### config.mk
export PLATFORM = sky130hd
export DESIGN_NAME = alu_op_issue
export DESIGN_NICKNAME = d
export VERILOG_FILES = /design/src/rtl/alu_pkg.sv /design/src/rtl/alu_op_fifo.sv /design/src/rtl/alu_op_issue.sv
export SDC_FILE = /design/constraint.sdc
export NUM_CORES = 1
export LEC_CHECK = 0
export ABC_CLOCK_PERIOD_IN_PS = 3290
export CAP_MARGIN = 20
export CORE_UTILIZATION = 56
export CTS_CLUSTER_DIAMETER = 80
export DETAILED_ROUTE_END_ITERATION = 10
export MAX_ROUTING_LAYER = met4
export PLACE_DENSITY = 0.89
export SLEW_MARGIN = 20
export SYNTH_ARGS = -nofsm -noshare
export SYNTH_HDL_FRONTEND = slang
export SYNTH_SLANG_ARGS = --single-unit
### constraint.sdc
create_clock -name clk -period 3.29 [get_ports clk]
set_input_delay 0.658 -clock clk [delete_from_list [all_inputs] [get_ports clk]]
set_output_delay 0.658 -clock clk [all_outputs]
set_load 0.03 [all_outputs]
### src/rtl/alu_pkg.sv
// alu_pkg: shared definitions for the ALU issue stage.
//   ALU_DATA_W  default operand/result width (must match the ALU)
//   ALU_*       mode encodings seen on in_mode / alu_mode / out_mode
//   alu_op_t    one buffered operation {mode, a, b}, DATA_W*2+2 bits
package alu_pkg;
   localparam int ALU_DATA_W = 8;

   localparam logic [1:0] ALU_ADD = 2'b00;
   localparam logic [1:0] ALU_AND = 2'b01;
   localparam logic [1:0] ALU_OR  = 2'b10;
   localparam logic [1:0] ALU_XOR = 2'b11;

   localparam int ALU_OP_W = ALU_DATA_W*2 + 2;

   typedef struct packed {
      logic [1:0]            mode;
      logic [ALU_DATA_W-1:0] a;
      logic [ALU_DATA_W-1:0] b;
   } alu_op_t;
endpackage

### src/rtl/alu_op_fifo.sv
// alu_op_fifo: synchronous FIFO, registered storage, async-read head.
//   clk, rst_n    clock, async active-low reset (pointers/count only)
//   push, wdata   write request/data; ignored while full
//   pop           read request; ignored while empty
//   rdata         current head entry (combinational read)
//   count         occupancy 0..DEPTH
//   full, empty   occupancy flags
module alu_op_fifo #(
   parameter int WIDTH = 18,
   parameter int DEPTH = 4
) (
   input  logic                       clk,
   input  logic                       rst_n,
   input  logic                       push,
   input  logic [WIDTH-1:0]           wdata,
   input  logic                       pop,
   output logic [WIDTH-1:0]           rdata,
   output logic [$clog2(DEPTH):0]     count,
   output logic                       full,
   output logic                       empty
);
   localparam int PW = $clog2(DEPTH);
   localparam int CW = PW + 1;

   logic [WIDTH-1:0] mem [DEPTH];
   logic [PW-1:0]    wr_ptr, rd_ptr;
   logic             do_push, do_pop;

   assign full    = (count == CW'(DEPTH));
   assign empty   = (count == '0);
   // full blocks push even when a pop happens this edge: keeps ready
   // independent of the downstream handshake
   assign do_push = push & ~full;
   assign do_pop  = pop & ~empty;
   assign rdata   = mem[rd_ptr];

   // storage carries no reset; contents are only visible through count
   always_ff @(posedge clk) begin
      if (do_push) mem[wr_ptr] <= wdata;
   end

   // pointers wrap naturally since DEPTH is a power of two
   always_ff @(posedge clk or negedge rst_n) begin
      if (!rst_n) begin
         wr_ptr <= '0;
         rd_ptr <= '0;
         count  <= '0;
      end else begin
         if (do_push) wr_ptr <= wr_ptr + PW'(1);
         if (do_pop)  rd_ptr <= rd_ptr + PW'(1);
         case ({do_push, do_pop})
            2'b10:   count <= count + CW'(1);
            2'b01:   count <= count - CW'(1);
            default: count <= count;
         endcase
      end
   end
endmodule

### src/rtl/alu_op_issue.sv
// alu_op_issue: issue stage in front of the combinational 8-bit ALU.
// Buffers {a,b,mode} ops, presents the FIFO head to the ALU, and registers
// the ALU result on a valid/ready output.
//   clk, rst_n                  clock, async active-low reset
//   in_valid/in_ready           op input handshake (in_ready = not full)
//   in_a, in_b, in_mode         op operands and mode
//   alu_a, alu_b, alu_mode      head op to the ALU, zero when empty
//   alu_z                       ALU result (combinational)
//   out_valid/out_ready         result output handshake
//   out_z, out_mode             registered result and the mode that made it
//   count                       FIFO occupancy
module alu_op_issue
   import alu_pkg::*;
#(
   parameter int DATA_W = alu_pkg::ALU_DATA_W,
   parameter int DEPTH  = 4
) (
   input  logic                   clk,
   input  logic                   rst_n,
   input  logic                   in_valid,
   output logic                   in_ready,
   input  logic [DATA_W-1:0]      in_a,
   input  logic [DATA_W-1:0]      in_b,
   input  logic [1:0]             in_mode,
   output logic [DATA_W-1:0]      alu_a,
   output logic [DATA_W-1:0]      alu_b,
   output logic [1:0]             alu_mode,
   input  logic [DATA_W-1:0]      alu_z,
   output logic                   out_valid,
   input  logic                   out_ready,
   output logic [DATA_W-1:0]      out_z,
   output logic [1:0]             out_mode,
   output logic [$clog2(DEPTH):0] count
);
   localparam int OP_W = DATA_W*2 + 2;

   logic [OP_W-1:0]   head;
   logic [DATA_W-1:0] h_a, h_b;
   logic [1:0]        h_mode;
   logic              full, empty, fire;

   // output slot is free, or being drained this edge
   assign fire     = ~empty & (~out_valid | out_ready);
   assign in_ready = ~full;

   alu_op_fifo #(.WIDTH(OP_W), .DEPTH(DEPTH)) u_fifo (
      .clk   (clk),
      .rst_n (rst_n),
      .push  (in_valid),
      .wdata ({in_mode, in_a, in_b}),
      .pop   (fire),
      .rdata (head),
      .count (count),
      .full  (full),
      .empty (empty)
   );

   assign {h_mode, h_a, h_b} = head;

   // stale storage never reaches the ALU
   assign alu_a    = empty ? '0 : h_a;
   assign alu_b    = empty ? '0 : h_b;
   assign alu_mode = empty ? '0 : h_mode;

   always_ff @(posedge clk or negedge rst_n) begin
      if (!rst_n) begin
         out_valid <= 1'b0;
         out_z     <= '0;
         out_mode  <= '0;
      end else if (fire) begin
         out_z     <= alu_z;
         out_mode  <= alu_mode;
         out_valid <= 1'b1;
      end else if (out_ready) begin
         out_valid <= 1'b0;
      end
   end
endmodule
# Word-level counts from Yosys, hierarchy flattened
# Memory sizes are Yosys's and may differ from the RTL's.
# Cells that the tools add are included.
[classes] addsub=4 mux=8 n_eq_ne=3 bitwise=7 reduce_logical=3
[op_table] operator="8-bit two-way mux" count=2
[op_table] operator="3-bit one-hot mux with 2 select lines" count=1
[op_table] operator="2-bit by 1-bit adder with 2-bit output, second input constant" count=2
[op_table] operator="1-bit two-way mux" count=4
[op_table] operator="2-bit nonzero test" count=2
[op_table] operator="3-bit by 1-bit adder with 3-bit output, second input constant" count=1
[op_table] operator="1-bit bitwise AND" count=3
[op_table] operator="3-bit equality test, second input constant" count=1
[op_table] operator="3-bit zero test" count=1
[op_table] operator="1-bit inverter" count=3
[op_table] operator="3-bit by 1-bit subtractor with 3-bit output, second input constant" count=1
[op_table] operator="2-bit by 1-bit equality test with 1-bit output, second input constant" count=1
[op_table] operator="2-bit equality test, second input constant" count=1
[op_table] operator="2-bit two-way mux" count=1
[op_table] operator="1-bit OR" count=1
[word_totals] mem_bits_rw=72 wordCells=32 mem_count=1 reg_bits=18
[mem_list] memory="u_fifo.mem" words=4 word_bits=18 rd=1 rd_clocked_by_memory_dff=0 write_ports=1 line_no="alu_op_fifo.sv:25" text="logic [WIDTH-1:0] mem [DEPTH];"

# Depth between registers and ports, before layout
# Gate-level depths: netlist of the first run.
[depth] depth_word=6 ltp_mapped=9

# Hierarchy
# A second synthesis of the first run with hierarchy kept.
[unflattened] cells_unflattened=178 area_unflattened_um2=3584.7
[modules_own_cells] module="alu_op_fifo" n_inst=1 area_each_um2=3037.9 cells_each=131 seq_area_each_um2=2337.2
[modules_own_cells] module="alu_op_issue" n_inst=1 area_each_um2=546.8 cells_each=47 seq_area_each_um2=275.3

# Least setup slack after synthesis of the first run
# No wires, ideal clock.
[synth_path] kind="register -> register" startpoint="register u_fifo.count[2]" endpoint="register u_fifo.count[2]" setup_time_ps=81 arrival_time_ps=2239 stages_incl_launch_ff=10 path_slack_ps=970 t_required_ps=3209 cell_sequence="dfrtp_1 -> or3b_4 -> and2_4 -> inv_1 -> ha_1 -> inv_1 -> fa_1 -> xor2_1 -> nor2_1 -> xor2_1"
[synth_via] word_cells_on_any_way=13 cone_classes="add/sub: 2; eq/ne: 3; mux: 1; bitwise: 5; reduce/logical: 2"
[synth_rtl] item="start: declaration" line_no="alu_op_fifo.sv:18" text="output logic [$clog2(DEPTH):0] count,"
[synth_rtl] item="start signal: assignment" line_no="alu_op_fifo.sv:52" text="2'b10: count <= count + CW'(1);"
[synth_rtl] item="start signal: assignment" line_no="alu_op_fifo.sv:53" text="2'b01: count <= count - CW'(1);"
[synth_rtl] item="start signal: assignment" line_no="alu_op_fifo.sv:54" text="default: count <= count;"
[synth_rtl] item="3-bit equality test *" line_no="alu_op_fifo.sv:29" text="assign full = (count == CW'(DEPTH));"
[synth_rtl] item="1-bit inverter *"
[synth_rtl] item="named net in_ready" line_no="alu_op_issue.sv:21" text="output logic in_ready,"
[synth_rtl] item="1-bit bitwise AND *" line_no="alu_op_fifo.sv:33" text="assign do_push = push & ~full;"
[synth_rtl] item="2-bit by 1-bit equality test with 1-bit output / 2-bit equality test (equally long branches)" line_no="alu_op_fifo.sv:51" text="case ({do_push, do_pop})"
[synth_rtl] item="3-bit one-hot mux with 2 select lines / 2-bit nonzero test (equally long branches)"
# Mark *: on every way through the listed nets, which the timed path passes. The rest lies on a longest branch.
# A chain may end at the register's enable or synchronous reset.

# Final worst setup path of the first run
[layout_path] startpoint="register u_fifo.rd_ptr[0]" endpoint="output port alu_b[6]"
[layout_via] elab_chain_len=2
[layout_rtl] item="start: declaration" line_no="alu_op_fifo.sv:26" text="logic [PW-1:0] wr_ptr, rd_ptr;"
[layout_rtl] item="start signal: assignment" line_no="alu_op_fifo.sv:50" text="if (do_pop) rd_ptr <= rd_ptr + PW'(1);"
[layout_rtl] item="memory read 4 x 18 bit"
[layout_rtl] item="8-bit two-way mux" line_no="alu_op_issue.sv:62" text="assign alu_b = empty ? '0 : h_b;"
[layout_rtl] item="end: declaration" line_no="alu_op_issue.sv:26" text="output logic [DATA_W-1:0] alu_b,"
# Every way passes these cells.

==> results of run 1 <==
critical path, delay by kind of cell, from the launching register on:
family                 cells  cell delay, ns
AND/OR/NAND/NOR            1            0.17
multiplexers               1            0.55
buffers and inverters      2            0.89
flip-flops                 1            0.36
metal layers:
layer  vias to the layer above  global-route usage, %  wire length (µm)
li1                        811                      -                 -
met1                       934                   25.8              2530
met2                        56                   35.3              3470
met3                        10                   6.11               326
met4                         0                   9.82               121
met5                         -                      -                 0
path summary, 6_finish.rpt:
path                                           endpoint  slack, ns  depth (start not counted)
min reg2reg                        out_z[2]$_DFFE_PN0P_       0.52                          1
max in group asynchronous   u_fifo.count[0]$_DFFE_PN0P_       2.00                          1
max                                            alu_b[6]       0.32                          4
min in group asynchronous  u_fifo.wr_ptr[0]$_DFFE_PN0P_       0.78                          1
min                                out_z[2]$_DFFE_PN0P_       0.52                          1
max reg2reg                 u_fifo.count[2]$_DFFE_PN0P_       1.04                          9
synthesized netlist by cell type, drive strengths merged:
cell type	count
xor2	4
mux2i	1
xnor2	2
fa	1
nor2b	19
ha	5
or3b	1
and3b	1
and3	4
nor2	1
nand2b	1
clkbuf	2
inv	6
dfrtp	18
mux4	18
nor3	1
buf	5
mux2	11
nand2	1
and2	1
edfxtp	72
metrics by stage:
stage	hold WS, ns	total power (W)	utilization, %	instances	cell area, µm²
finish	0.519	0.00445	74.1	327	4470
global route	0.537	0.00466	74.1	327	4470
CTS	0.526	0.00449	74.1	327	4470
detailed placement	0.495	0.00377	70.9	311	4270
global placement	0.489	0.00370	70.9	311	4270
floorplan	0.362	0.00298	-	175	3560
flip-flops by register name, summed over array words and instances (netlist names):
register / count
u_fifo.rd_ptr: 2
u_fifo.count: 3
out_valid: 1
u_fifo.mem: 72
out_mode: 2
out_z: 8
u_fifo.wr_ptr: 2
cell families (layout without fill, tap and decap cells):
logic type	after synthesis	after routing
xor gates and xnor gates	6	6
adders and majority gates	6	6
buffers and inverters	13	90
DFF	90	90
muxes	30	30
and+or+nand+nor	30	30
power by group:
group          internal [W]  total (W)  switching (W)
Sequential          0.00153    0.00165       0.000117
Combinational      0.000953    0.00208        0.00113
Clock              0.000296   0.000720       0.000425
final cells by class:
class	count	area, µm²	share of cell area (%)
Clock buffer	9	124	2.77
Clock inverter	7	70.1	1.57
Inverter	6	22.5	0.504
Multi-Input combinational cell	72	880	19.7
Sequential cell	90	2610	58.5
Tap cell	75	93.8	2.10
Timing Repair Buffer	68	666	14.9
==> results.cfg, run 1 <==
[status]
status = finished clean

[synthesis]
synth_mux_area_share_pct = 15.3
synthAdderAreaFrac_pct = 2.32
synth-xor-area-share_pct = 1.48
synthDistinctLibCells = 24
synthTopCellsByArea = edfxtp_1 (61%), dfrtp_1 (13%), mux4_2 (11%), nor2b_1 (3.3%), mux2_2 (3.2%)
netlist_area_mm2 = 0.00356
synth_top_area_share_pct = 60.8
synth_top_area_cell = edfxtp_1
ys_ff_latch = 90
syn_nets = 211
synth_top_family_by_area = multiplexers
synth_compound_area_share_pct = 0
synth_simple_gate_area_share_pct = 5.67
ys_seq_area_share_pct = 73.5
synth_warnings = 0
synthCells = 175
avgSynthCellArea_um2 = 20.3

[floorplan]
dieWidth_um = 81.7
die_height_um = 81.7
dieArea_mm2 = 0.00667
num_rows = 28
io_pins = 63
placeableCoreArea_mm2 = 0.00603
initial_core_util_pct = 59.0

[power]
p_per_area_mw_per_mm2 = 997
p_leak_nw = 1.59
peakVddDrop_mv = 0.570

[global_route]
grt_max_degree = 20
grt_pass1_vias = 1895
grt_pass1_wl_um = 9720
grt-ovfl-total = 0
antenna_found_initial = 0
gr-usage-all-layers_pct = 21.9

[timing]
finalCritPeriodShare_pct = 90.4
maxSlewHeadroom_pct = 44.6
tightest_slew_ns = 0.828
hold_viol = 0
max_freq_mhz = 336
finalSetupViolCount = 0
setup_ws_ns = 0.315
slew_violations = 0
tns_ns = 0
finalClockSkew_ns = 0.0164
rsz0062_at_grt = no
period_minus_slack_ns = 2.97

[route]
totalWireLength_um = 6440
drt-initial-drc-count = 114
drt.antenna.violating_nets = 0
dr.pass1.iters = 4
wire_per_inst_um = 19.7
drcViolationCount = 0
post_drt_via_cell_ratio = 5.54
vias = 1811

[final_layout]
n_fill_cell = 371
final_common_cell = edfxtp_1
area_growth_pct = 25.7
antenna-diode-count = 0
layout.nets = 283
final_cell_mix = edfxtp_1 (72), clkdlybuf4s50_1 (62), nor2b_1 (19)
drive_above_1_share_pct = 23.0

[cts]
ctsResizeCount = 0
cts_inserted_buffers = 9
htree_levels = 3
clock_sinks = 90
clockRootBuffer = clkbuf_8
path_clk_slew_ns = 0.09
insertion_delay_ns = 0.36
hold_buffers = 0
post_cts_buffers = 0
tritoncts = built
cts.path.max_buffers = 2

[critical_path]
critPathCaptureType = output pin
worstPathMaxFanout = 14
cp_slowest_cell = clkdlybuf4s50_1
cp_cell_sequence = buf_4, mux4_2, nor2b_1, clkdlybuf4s50_1
required_ns = 2.63
crit_type = reg -> out
timing.rr.start = u_fifo.count[0]$_DFFE_PN0P_
critical-path-max-stage-delay_ns = 0.60
critPathArrivalTime_ns = 2.32
critPathLaunch = u_fifo.rd_ptr[0]$_DFFE_PN0P_
worstSetupStartpointType = flip-flop

[min_path]
hold_start = out_z[2]$_DFFE_PN0P_
hold_class = reg -> reg

[placement]
place_congestion = 0.696
io_buffers = 62
pre_cts_slack_ns = 0.655

[run]
cap_viol_max_count = 0
No activity file was read; power rests on OpenSTA's default activity.
==> run 2: changes to the inputs <==
--- a/config.mk
+++ b/config.mk
@@ -7,11 +7,11 @@
 export LEC_CHECK = 0
 export ABC_CLOCK_PERIOD_IN_PS = 3290
 export CAP_MARGIN = 20
-export CORE_UTILIZATION = 56
+export CORE_UTILIZATION = 35
 export CTS_CLUSTER_DIAMETER = 80
 export DETAILED_ROUTE_END_ITERATION = 10
 export MAX_ROUTING_LAYER = met4
-export PLACE_DENSITY = 0.89
+export PLACE_DENSITY = 0.62
 export SLEW_MARGIN = 20
 export SYNTH_ARGS = -nofsm -noshare
 export SYNTH_HDL_FRONTEND = slang
==> run 2 against run 1 <==
Effect of this change: worst hold slack worse by 0.0085 ns; non-clock buffer count down 1; via count down 3.0%; cell count up 17%; sequential share of layout area down 0.50 points; power down 3.1%; critical path depth unchanged; wire length down 4.9%; register-to-register slack about the same; largest cell class unchanged.
==> results.cfg, run 2 (synthesis gave the netlist of run 1 again) <==
[final_layout]
largest_register = u_fifo.mem
n_fill_cell = 899
final_cell_mix = edfxtp_1 (72), clkdlybuf4s50_1 (62), nor2b_1 (19)
layout.nets = 282
final_common_cell = edfxtp_1
ff_latch_area_mm2 = 0.00261
multiInputGateArea_um2 = 886
utilization_pct = 45.9
antenna-diode-count = 0
largest_reg_flops = 72
final_cells = 384
drive_above_1_share_pct = 21.5
area_growth_pct = 26.7
reg.largest.list = u_fifo.mem (72), out_z (8), u_fifo.count (3)

[cts]
hold_buffers = 0
insertion_delay_ns = 0.34
cts_inserted_buffers = 9
ctsResizeCount = 0
tritoncts = built
path_clk_slew_ns = 0.08
clock_sinks = 90
post_cts_buffers = 0
cts.path.max_buffers = 2
clockRootBuffer = clkbuf_8
htree_levels = 3

[min_path]
hold_start = out_z[5]$_DFFE_PN0P_
whs_path_depth = 1
min_to = out_z[5]$_DFFE_PN0P_
hold_class = reg -> reg

[floorplan]
dieWidth_um = 103
io_pins = 63
placeableCoreArea_mm2 = 0.00982
dieArea_mm2 = 0.0106
initial_core_util_pct = 36.2
num_rows = 36
die_height_um = 103

[run]
cap_viol_max_count = 0

[critical_path]
crit_type = reg -> out
critPathCaptureType = output pin
reg2reg_depth = 9
timing.rr.start = u_fifo.count[0]$_DFFE_PN0P_
rr_endpoint = u_fifo.count[2]$_DFFE_PN0P_
critPathArrivalTime_ns = 2.27
required_ns = 2.63
worstPathMaxFanout = 14
r2r_slack_ns = 1.03
worstSetupStartpointType = flip-flop

[route]
wire_per_inst_um = 16.0
drt-initial-drc-count = 22
drt.antenna.violating_nets = 0
routed-wl-met3_um = 429
vias = 1757
drcViolationCount = 0
dr.pass1.iters = 4
routedLengthMet1_um = 2560
met2WireLength_um = 3110
post_drt_via_cell_ratio = 4.58
totalWireLength_um = 6130
maxUsedRoutingLayer = met4

[timing]
setup_ws_ns = 0.359
period_minus_slack_ns = 2.93
max_freq_mhz = 341
rsz0062_at_grt = no
finalCritPeriodShare_pct = 89.1
hold_viol = 0
finalSetupViolCount = 0
slew_violations = 0
tightest_slew_ns = 0.855
maxSlewHeadroom_pct = 42.8
tns_ns = 0
finalClockSkew_ns = 0.00654

[global_route]
antenna_found_initial = 0
grt-ovfl-total = 0
grt_pass1_wl_um = 9540
grt_max_degree = 22
grt_pass1_vias = 1810
gr-usage-all-layers_pct = 13.1

[placement]
io_buffers = 62
dpl.cell_count = 368
hpwl_um = 3950
pre_cts_slack_ns = 0.696
place_congestion = 0.677

[power]
peakVddDrop_mv = 0.417
p_leak_nw = 1.57
p_per_area_mw_per_mm2 = 957

[status]
status = finished clean
[run 2: final cells by class]
cell class	instances	area share, %
clock inverters	6	0.750
multi-input cells	72	19.7
inverters	6	0.500
flip-flops and latches	90	58.0
clock buffers	10	2.83
well taps	133	3.69
repair buffers	67	14.6
[run 2: per-layer routing]
metal	up-vias	GRT usage, %
met5	-	-
met4	0	2.93
met3	4	4.88
met2	58	21.5
met1	882	15.5
li1	813	-
[run 2: report_power, final]
group	internal, W	total (W)	leakage (nW)	switching [W]
Combinational	0.000948	0.00205	0.627	0.00111
Sequential	0.00153	0.00163	0.867	0.000102
Clock	0.000268	0.000624	0.0773	0.000357
Total	0.00275	0.00431	1.57	0.00157
[run 2: through the flow]
step | hold slack, ns | total power [W] | area [µm²]
CTS | 0.514 | 0.00438 | 4510
global route | 0.528 | 0.00455 | 4510
global placement | 0.489 | 0.00374 | 4350
detailed placement | 0.494 | 0.00376 | 4350
floorplan | 0.362 | 0.00298 | 3560
finish | 0.510 | 0.00431 | 4510
[run 2: worst max path at each step]
stage,end,start,slack [ns],cells after the start
after floorplan,u_fifo.count[2]$_DFFE_PN0P_,u_fifo.count[2]$_DFFE_PN0P_,0.97,9
after global placement,alu_mode[0],u_fifo.rd_ptr[0]$_DFFE_PN0P_,0.70,4
final,alu_mode[0],u_fifo.rd_ptr[0]$_DFFE_PN0P_,0.36,4
after detailed placement,alu_mode[0],u_fifo.rd_ptr[0]$_DFFE_PN0P_,0.70,4
after CTS,alu_mode[0],u_fifo.rd_ptr[0]$_DFFE_PN0P_,0.31,4
after global routing,alu_b[5],u_fifo.rd_ptr[0]$_DFFE_PN0P_,0.24,4
[run 2: worst max-delay path: stages (launching register included)]
cell and delay (ns):
dfrtp_1 0.35, buf_4 0.28, mux4_2 0.56, nor2b_1 0.15, clkdlybuf4s50_1 0.60
==> run 3: changes to the inputs <==
--- a/config.mk
+++ b/config.mk
@@ -8,7 +8,7 @@
 export ABC_CLOCK_PERIOD_IN_PS = 3290
 export CAP_MARGIN = 20
 export CORE_UTILIZATION = 35
-export CTS_CLUSTER_DIAMETER = 80
+export CTS_CLUSTER_DIAMETER = 200
 export DETAILED_ROUTE_END_ITERATION = 10
 export MAX_ROUTING_LAYER = met4
 export PLACE_DENSITY = 0.62
==> results of run 3 <==
Final layout, timing and power as in run 2 (identical DEF).
